[src/rtl/bypass_net_ctrl_pkg.sv]
// bypass_pkg: shared FSM/source encodings and default widths for bypass_net_ctrl.
package bypass_pkg;
    localparam int DATA_W_D    = 32;
    localparam int ADDR_W_D    = 5;
    localparam int N_RD_D      = 2;
    localparam int MUL_DEPTH_D = 5;
    typedef enum logic {IDLE = 1'b0, MISS = 1'b1} state_t;
    typedef enum logic [2:0] {NONE, EXE, MUL, FILL, CACHE, WB} src_t;
endpackage

[src/rtl/bypass_net_ctrl_if.sv]
// bypass_net_ctrl_if: producer/consumer signals of the bypass controller.
interface bypass_net_ctrl_if #(
    parameter int DATA_W = 32,
    parameter int ADDR_W = 5,
    parameter int N_RD   = 2
);
    logic [N_RD*ADDR_W-1:0] rd_addr_i;
    logic [N_RD-1:0]        rd_used_i;
    logic [DATA_W-1:0]      exe_data_i;
    logic [ADDR_W-1:0]      exe_addr_i;
    logic                   exe_wr_en_i;
    logic                   mul_issue_en_i;
    logic [ADDR_W-1:0]      mul_issue_addr_i;
    logic [DATA_W-1:0]      mul_data_i;
    logic [DATA_W-1:0]      cache_data_i;
    logic [ADDR_W-1:0]      cache_addr_i;
    logic                   cache_wr_en_i;
    logic                   tl_hit_i;
    logic                   fill_valid_i;
    logic [DATA_W-1:0]      fill_data_i;
    logic [DATA_W-1:0]      wb_data_i;
    logic [ADDR_W-1:0]      wb_addr_i;
    logic                   wb_en_i;
    logic [N_RD-1:0]        bypass_en_o;
    logic [N_RD*DATA_W-1:0] bypass_data_o;
    logic                   stall_core_o;
    modport master (
        output rd_addr_i, rd_used_i, exe_data_i, exe_addr_i, exe_wr_en_i,
               mul_issue_en_i, mul_issue_addr_i, mul_data_i,
               cache_data_i, cache_addr_i, cache_wr_en_i, tl_hit_i,
               fill_valid_i, fill_data_i, wb_data_i, wb_addr_i, wb_en_i,
        input  bypass_en_o, bypass_data_o, stall_core_o
    );
    modport slave (
        input  rd_addr_i, rd_used_i, exe_data_i, exe_addr_i, exe_wr_en_i,
               mul_issue_en_i, mul_issue_addr_i, mul_data_i,
               cache_data_i, cache_addr_i, cache_wr_en_i, tl_hit_i,
               fill_valid_i, fill_data_i, wb_data_i, wb_addr_i, wb_en_i,
        output bypass_en_o, bypass_data_o, stall_core_o
    );
endinterface

[src/rtl/bypass_port_sel.sv]
// bypass_port_sel: youngest-first source selection and hazard detection for one read port.
module bypass_port_sel
    import bypass_pkg::*;
#(
    parameter int DATA_W    = DATA_W_D,
    parameter int ADDR_W    = ADDR_W_D,
    parameter int MUL_DEPTH = MUL_DEPTH_D
) (
    input  logic [ADDR_W-1:0]                a,
    input  logic                             used,
    input  logic                             exe_en,
    input  logic [ADDR_W-1:0]                exe_addr,
    input  logic [DATA_W-1:0]                exe_data,
    input  logic [MUL_DEPTH-1:0]             sb_valid,
    input  logic [MUL_DEPTH-1:0][ADDR_W-1:0] sb_addr,
    input  logic [DATA_W-1:0]                mul_data,
    input  logic                             fill_en,
    input  logic [ADDR_W-1:0]                miss_addr,
    input  logic [DATA_W-1:0]                fill_data,
    input  logic                             cache_en,
    input  logic                             tl_hit,
    input  logic                             idle,
    input  logic [ADDR_W-1:0]                cache_addr,
    input  logic [DATA_W-1:0]                cache_data,
    input  logic                             wb_en,
    input  logic [ADDR_W-1:0]                wb_addr,
    input  logic [DATA_W-1:0]                wb_data,
    output logic                             en,
    output logic [DATA_W-1:0]                data,
    output logic                             stall
);
    logic elig, exe_hit, mul_hit, fill_hit, cache_hit, wb_hit, in_flight;
    src_t src;
    always_comb begin
        elig      = used && a != '0;
        exe_hit   = exe_en && exe_addr == a;
        mul_hit   = sb_valid[MUL_DEPTH-1] && sb_addr[MUL_DEPTH-1] == a;
        fill_hit  = fill_en && miss_addr == a;
        cache_hit = cache_en && tl_hit && cache_addr == a;
        wb_hit    = wb_en && wb_addr == a;
        in_flight = 1'b0;
        for (int j = 0; j < MUL_DEPTH - 1; j++)
            in_flight = in_flight | (sb_valid[j] && sb_addr[j] == a);
        src = !elig    ? NONE  :
              exe_hit  ? EXE   :
              mul_hit  ? MUL   :
              fill_hit ? FILL  :
              cache_hit? CACHE :
              wb_hit   ? WB    : NONE;
        en   = src != NONE;
        data = src == EXE   ? exe_data   :
               src == MUL   ? mul_data   :
               src == FILL  ? fill_data  :
               src == CACHE ? cache_data :
               src == WB    ? wb_data    : '0;
        // a multiply result still in flight is only harmless if EXE already overrides it
        stall = elig && ((in_flight && !exe_hit) ||
                         (cache_en && !tl_hit && idle && cache_addr == a));
    end
endmodule

[src/rtl/bypass_net_ctrl.sv]
// bypass_net_ctrl: operand forwarding, multiply scoreboard and cache-miss stall control.
// Optional BYPASS_STATS_EN adds saturating stall/bypass cycle counters.
module bypass_net_ctrl
    import bypass_pkg::*;
#(
    parameter int DATA_W    = DATA_W_D,
    parameter int ADDR_W    = ADDR_W_D,
    parameter int N_RD      = N_RD_D,
    parameter int MUL_DEPTH = MUL_DEPTH_D
) (
    input  logic               clk_i,
    input  logic               rsn_i,
    bypass_net_ctrl_if.slave   bus
`ifdef BYPASS_STATS_EN
    ,
    output logic [31:0]        stat_stall_cnt_o,
    output logic [31:0]        stat_bypass_cnt_o
`endif
);
    logic [MUL_DEPTH-1:0]             sb_valid;
    logic [MUL_DEPTH-1:0][ADDR_W-1:0] sb_addr;
    state_t                           state, state_nxt;
    logic [ADDR_W-1:0]                miss_addr, miss_addr_nxt;
    logic                             miss_start, stall_raw;
    logic [N_RD-1:0]                  en_raw, port_stall;
    logic [N_RD*DATA_W-1:0]           data_raw;
    always_ff @(posedge clk_i or negedge rsn_i) begin
        if (!rsn_i) begin
            sb_valid  <= '0;
            sb_addr   <= '0;
            state     <= IDLE;
            miss_addr <= '0;
        end else begin
            sb_valid  <= {sb_valid[MUL_DEPTH-2:0], bus.mul_issue_en_i};
            sb_addr   <= {sb_addr[MUL_DEPTH-2:0], bus.mul_issue_addr_i};
            state     <= state_nxt;
            miss_addr <= miss_addr_nxt;
        end
    end
    always_comb begin
        miss_start    = state == IDLE && bus.cache_wr_en_i && !bus.tl_hit_i;
        state_nxt     = miss_start ? MISS :
                        (state == MISS && bus.fill_valid_i) ? IDLE : state;
        miss_addr_nxt = miss_start ? bus.cache_addr_i : miss_addr;
    end
    for (genvar p = 0; p < N_RD; p++) begin : g_port
        bypass_port_sel #(.DATA_W(DATA_W), .ADDR_W(ADDR_W), .MUL_DEPTH(MUL_DEPTH)) u_sel (
            .a          (bus.rd_addr_i[p*ADDR_W +: ADDR_W]),
            .used       (bus.rd_used_i[p]),
            .exe_en     (bus.exe_wr_en_i),
            .exe_addr   (bus.exe_addr_i),
            .exe_data   (bus.exe_data_i),
            .sb_valid   (sb_valid),
            .sb_addr    (sb_addr),
            .mul_data   (bus.mul_data_i),
            .fill_en    (state == MISS && bus.fill_valid_i),
            .miss_addr  (miss_addr),
            .fill_data  (bus.fill_data_i),
            .cache_en   (bus.cache_wr_en_i),
            .tl_hit     (bus.tl_hit_i),
            .idle       (state == IDLE),
            .cache_addr (bus.cache_addr_i),
            .cache_data (bus.cache_data_i),
            .wb_en      (bus.wb_en_i),
            .wb_addr    (bus.wb_addr_i),
            .wb_data    (bus.wb_data_i),
            .en         (en_raw[p]),
            .data       (data_raw[p*DATA_W +: DATA_W]),
            .stall      (port_stall[p])
        );
    end
    // outputs are held at zero for the whole reset window, not just after the edge
    always_comb begin
        stall_raw         = |port_stall || miss_start || (state == MISS && !bus.fill_valid_i);
        bus.stall_core_o  = rsn_i && stall_raw;
        bus.bypass_en_o   = rsn_i ? en_raw : '0;
        bus.bypass_data_o = rsn_i ? data_raw : '0;
    end
`ifdef BYPASS_STATS_EN
    always_ff @(posedge clk_i or negedge rsn_i) begin
        if (!rsn_i) begin
            stat_stall_cnt_o  <= '0;
            stat_bypass_cnt_o <= '0;
        end else begin
            if (stall_raw && !(&stat_stall_cnt_o))
                stat_stall_cnt_o <= stat_stall_cnt_o + 32'd1;
            if (|en_raw && !stall_raw && !(&stat_bypass_cnt_o))
                stat_bypass_cnt_o <= stat_bypass_cnt_o + 32'd1;
        end
    end
`endif
endmodule
[src/flat_wrapper.sv]
// flat-port wrapper written by rule: the top's interface ports become plain ports
module bypass_net_ctrl_flat import bypass_pkg::*;
#(
    parameter int DATA_W    = DATA_W_D,
    parameter int ADDR_W    = ADDR_W_D,
    parameter int N_RD      = N_RD_D,
    parameter int MUL_DEPTH = MUL_DEPTH_D
)
  (clk_i, rsn_i, bus_rd_addr_i, bus_rd_used_i, bus_exe_data_i, bus_exe_addr_i, bus_exe_wr_en_i, bus_mul_issue_en_i, bus_mul_issue_addr_i, bus_mul_data_i, bus_cache_data_i, bus_cache_addr_i, bus_cache_wr_en_i, bus_tl_hit_i, bus_fill_valid_i, bus_fill_data_i, bus_wb_data_i, bus_wb_addr_i, bus_wb_en_i, bus_bypass_en_o, bus_bypass_data_o, bus_stall_core_o);
  bypass_net_ctrl_if #(.DATA_W(DATA_W), .ADDR_W(ADDR_W), .N_RD(N_RD)) bus_i ();
  input  logic clk_i;
  input  logic rsn_i;
  input wire logic [$bits(bus_i.rd_addr_i)-1:0] bus_rd_addr_i;
  input wire logic [$bits(bus_i.rd_used_i)-1:0] bus_rd_used_i;
  input wire logic [$bits(bus_i.exe_data_i)-1:0] bus_exe_data_i;
  input wire logic [$bits(bus_i.exe_addr_i)-1:0] bus_exe_addr_i;
  input wire logic [$bits(bus_i.exe_wr_en_i)-1:0] bus_exe_wr_en_i;
  input wire logic [$bits(bus_i.mul_issue_en_i)-1:0] bus_mul_issue_en_i;
  input wire logic [$bits(bus_i.mul_issue_addr_i)-1:0] bus_mul_issue_addr_i;
  input wire logic [$bits(bus_i.mul_data_i)-1:0] bus_mul_data_i;
  input wire logic [$bits(bus_i.cache_data_i)-1:0] bus_cache_data_i;
  input wire logic [$bits(bus_i.cache_addr_i)-1:0] bus_cache_addr_i;
  input wire logic [$bits(bus_i.cache_wr_en_i)-1:0] bus_cache_wr_en_i;
  input wire logic [$bits(bus_i.tl_hit_i)-1:0] bus_tl_hit_i;
  input wire logic [$bits(bus_i.fill_valid_i)-1:0] bus_fill_valid_i;
  input wire logic [$bits(bus_i.fill_data_i)-1:0] bus_fill_data_i;
  input wire logic [$bits(bus_i.wb_data_i)-1:0] bus_wb_data_i;
  input wire logic [$bits(bus_i.wb_addr_i)-1:0] bus_wb_addr_i;
  input wire logic [$bits(bus_i.wb_en_i)-1:0] bus_wb_en_i;
  output wire logic [$bits(bus_i.bypass_en_o)-1:0] bus_bypass_en_o;
  output wire logic [$bits(bus_i.bypass_data_o)-1:0] bus_bypass_data_o;
  output wire logic [$bits(bus_i.stall_core_o)-1:0] bus_stall_core_o;
  assign bus_i.rd_addr_i = bus_rd_addr_i;
  assign bus_i.rd_used_i = bus_rd_used_i;
  assign bus_i.exe_data_i = bus_exe_data_i;
  assign bus_i.exe_addr_i = bus_exe_addr_i;
  assign bus_i.exe_wr_en_i = bus_exe_wr_en_i;
  assign bus_i.mul_issue_en_i = bus_mul_issue_en_i;
  assign bus_i.mul_issue_addr_i = bus_mul_issue_addr_i;
  assign bus_i.mul_data_i = bus_mul_data_i;
  assign bus_i.cache_data_i = bus_cache_data_i;
  assign bus_i.cache_addr_i = bus_cache_addr_i;
  assign bus_i.cache_wr_en_i = bus_cache_wr_en_i;
  assign bus_i.tl_hit_i = bus_tl_hit_i;
  assign bus_i.fill_valid_i = bus_fill_valid_i;
  assign bus_i.fill_data_i = bus_fill_data_i;
  assign bus_i.wb_data_i = bus_wb_data_i;
  assign bus_i.wb_addr_i = bus_wb_addr_i;
  assign bus_i.wb_en_i = bus_wb_en_i;
  assign bus_bypass_en_o = bus_i.bypass_en_o;
  assign bus_bypass_data_o = bus_i.bypass_data_o;
  assign bus_stall_core_o = bus_i.stall_core_o;
  bypass_net_ctrl #(.DATA_W(DATA_W), .ADDR_W(ADDR_W), .N_RD(N_RD), .MUL_DEPTH(MUL_DEPTH)) u_core (.clk_i(clk_i), .rsn_i(rsn_i), .bus(bus_i));
endmodule
[config.mk]
export PLATFORM = sky130hd
export DESIGN_NAME = bypass_net_ctrl_flat
export DESIGN_NICKNAME = d
export VERILOG_FILES = /design/src/rtl/bypass_net_ctrl_pkg.sv /design/src/rtl/bypass_net_ctrl_if.sv /design/src/rtl/bypass_port_sel.sv /design/src/rtl/bypass_net_ctrl.sv /design/src/flat_wrapper.sv
export SDC_FILE = /design/constraint.sdc
export NUM_CORES = 1
export LEC_CHECK = 0
export ABC_CLOCK_PERIOD_IN_PS = 3300
export CORE_UTILIZATION = 30
export DETAILED_ROUTE_END_ITERATION = 16
export PLACE_DENSITY = 0.71
export SETUP_SLACK_MARGIN = 0.4
export SLEW_MARGIN = 5
export SYNTH_ARGS = -nofsm -noshare
export SYNTH_HDL_FRONTEND = slang
export SYNTH_SLANG_ARGS = --single-unit
[constraint.sdc]
create_clock -name clk_i -period 3.3 [get_ports clk_i]
set_clock_uncertainty 0.15 [all_clocks]
set_input_delay 0.33 -clock clk_i [delete_from_list [all_inputs] [get_ports clk_i]]
set_output_delay 0.33 -clock clk_i [all_outputs]
set_load 0.01 [all_outputs]
==> results_dict.tcl <==
set metrics [dict create \
    outcome "complete, no violations" \
    first_pass_iters 7 \
    cp.required_ns 2.82 \
    holdWs_ns 0.272 \
    path_cells "buf_6, buf_8, xnor2_2, nand4_1, or3_4, a211oi_4, nor3_4, buf_12, buf_12, buf_16, mux2i_1, nor2_1, o21a_1, buf_2" \
    cpMostUsedCell "buf_12" \
    arrival_ns 2.70 \
    grt.total_usage_pct 29.0 \
    total_power_w 0.00189 \
    grt_pass1_vias 6282 \
    period_share_pct 96.3 \
    period_needed_ns 3.18 \
    hold_viol 0 \
    clock_sinks 36 \
    async_flop_share_pct 100 \
    report.final.slew_viol_count 0 \
    yosysMostFrequentCell "mux2i_1" \
    synthFlopType "dfrtp_1" \
    p_leak_nw 3.75 \
    die_width_um 128 \
    yosys_warnings 0 \
    reg2reg_slack_ns 1.91 \
    area_growth_pct 96.2 \
    crit_path_start_kind "primary input" \
    fmax_mhz 315 \
    initial_core_util_pct 31.0 \
    n_fill_cell 1261 \
    antenna_found_initial 6 \
    drt_wl_total_um 25300 \
    gp_congestion 0.986 \
    critical_path.top_delay_family "simple AND/OR/NAND/NOR gates" \
    synth.distinct_cells 48 \
    min_path_type "register to register" \
    synth-edff-count 0 \
    vias_per_cell 5.49 \
    ir_drop_mv 0.221 \
    clockRootBuffer "clkbuf_16" \
    htree_levels 2 \
    worst_setup_path_end_kind "primary output" \
    post_drt_wl_per_cell_um 22.1 \
    cts_inserted_buffers 5 \
    cts_buffer_depth 2 \
    ys_seq_area_share_pct 18.9 \
    fin_util_pct 60.9 \
    path_class "primary input to primary output" \
    setup_viol 0 \
    slowest_stage "or3_4" \
    powerDensity_mw_per_mm2 202 \
    clkTransAtPathRegs_ns 0.06 \
    die_h_um 128 \
    synth.avg_cell_area_um2 8.52 \
    ctsHoldBuffers 0 \
    drt.antenna.violating_nets 0 \
    dp.cells 1094 \
    drc_errors 0 \
    vias 6290 \
    crit_fanout 6 \
    rsz0062_at_grt "true" \
    fin_cells 1146 \
    path_buf_inv 6 \
    slowest_delay_ns 0.44 \
    dieArea_mm2 0.0164 \
    drive_gt1_share_pct 36.6 \
    cts_tree "yes" \
    cap_viol_max_count 0 \
    synth-seq-cells 36 \
    grt_overflow 0 \
    grt_start_max_net_pins 26 \
    core_mm2 0.0154 \
    synth.area.top_cells "dfrtp_1, mux2i_1, xor2_1, o221ai_1, xnor2_1" \
    fin_nets 1129 \
    dp_hpwl_um 17600 \
    drt-initial-drc-count 552 \
    synth_top_area_share_pct 18.9 \
    yosysTopAreaCell "dfrtp_1" \
    synthesis.area_mm2 0.00477 \
    worst_pin_slew_ns 0.471 \
    io_buffers 266 \
    pin_count 267 \
    grt_pass1_wl_um 36200 \
    syn_inst 560 \
    synth_nets 760 \
    synthTopCellsByCount "mux2i_1, nand2_1, xor2_1, o221ai_1, dfrtp_1" \
    num_rows 45 \
    clk_latency_ns 0.29 \
    max_slew_margin_pct 68.6 \
]
[flip-flops by register name, indices dropped and copies added (netlist names)]
name              flops
u_core.state          1
u_core.sb_valid       5
u_core.miss_addr      5
u_core.sb_addr       25
[final timing paths]
path                                     from                     to  depth (start not counted)
setup / recovery             bus_rd_addr_i[9]  bus_bypass_data_o[62]                         14
setup reg to reg                 u_core.state    u_core.miss_addr[0]                          3
hold reg to reg            u_core.sb_valid[1]     u_core.sb_valid[2]                          0
hold / removal             u_core.sb_valid[1]     u_core.sb_valid[2]                          0
min in group asynchronous               rsn_i     u_core.sb_addr[21]                          2
max in group asynchronous               rsn_i     u_core.sb_addr[10]                          3
[where the power goes]
group	internal (W)	switching [W]
combinational	0.000487	0.000336
clock	0.000355	0.000193
sequential	0.000475	0.0000411
total	0.00132	0.000570
[layer usage]
metal  GRT usage [%]  share of wire, %
met1            33.8                37
met2            51.1                50
met3            5.18               8.2
met4            14.1               4.5
met5               0             0.055
[through the flow]
| step | cell area, um2 | setup slack (ns) | setup TNS [ns] |
|---|---|---|---|
| floorplan | 4770 | 0.604 | 0 |
| global placement | 8360 | -0.537 | -29.94 |
| detailed placement | 8360 | -0.521 | -30.59 |
| CTS | 9060 | 0.201 | 0 |
| global route | 9360 | 0.0127 | 0 |
| finish | 9360 | 0.121 | 0 |
[kinds of logic (layout without fill, tap and decap cells)]
kind of cell / count (synthesis) / in the layout / synth area share (%)
AO/OA/AOI/OAI: 133 / 133 / 20.8
XOR/XNOR: 90 / 90 / 16.5
buffers and inverters: 48 / 418 / 6.71
flip-flops: 36 / 36 / 18.9
multiplexers: 101 / 101 / 21.7
other: 0 / 5 / 0
AND/OR/NAND/NOR: 152 / 152 / 15.4
[cell usage in the layout, fill, tap and decap left out, types with 6 or more instances in the layout]
master	count
o221ai_2	7
clkdlybuf4s50_1	170
mux2_2	8
xnor2_1	28
buf_4	82
mux2_4	13
buf_12	23
buf_6	30
a222oi_1	7
xor2_1	55
nor4_1	11
clkdlybuf4s15_2	8
nand3_1	10
nand2_1	66
o21ai_1	19
o221ai_1	32
dfrtp_1	36
o22ai_1	20
a21boi_1	6
nor2_1	15
mux2i_2	11
mux2i_1	64
and3_1	6
a21oi_2	9
buf_8	6
buf_16	9
buf_2	69
dlygate4sd2_1	7
o21a_1	14
[area by class of cell]
class                      count  area [um2]  share of cell area, %
inverter                       3        11.3                  0.120
clock buffer                   5         125                   1.34
timing repair buffer         407        3980                   42.5
tap                          211         264                   2.82
multi-input combinational    476        4030                   43.0
clock inverter                 3        42.5                  0.454
sequential                    36         901                   9.62
antenna                        5        12.5                  0.134
[timing repair]
item,4_1_cts,5_1_grt
gates cloned,9,0
endpoints found under the setup margin,67,67
gates resized for setup,460,54
setup buffers,24,6
hold endpoints to repair,0,0
pin swaps,97,36
Power figures use the tool's default switching activity.
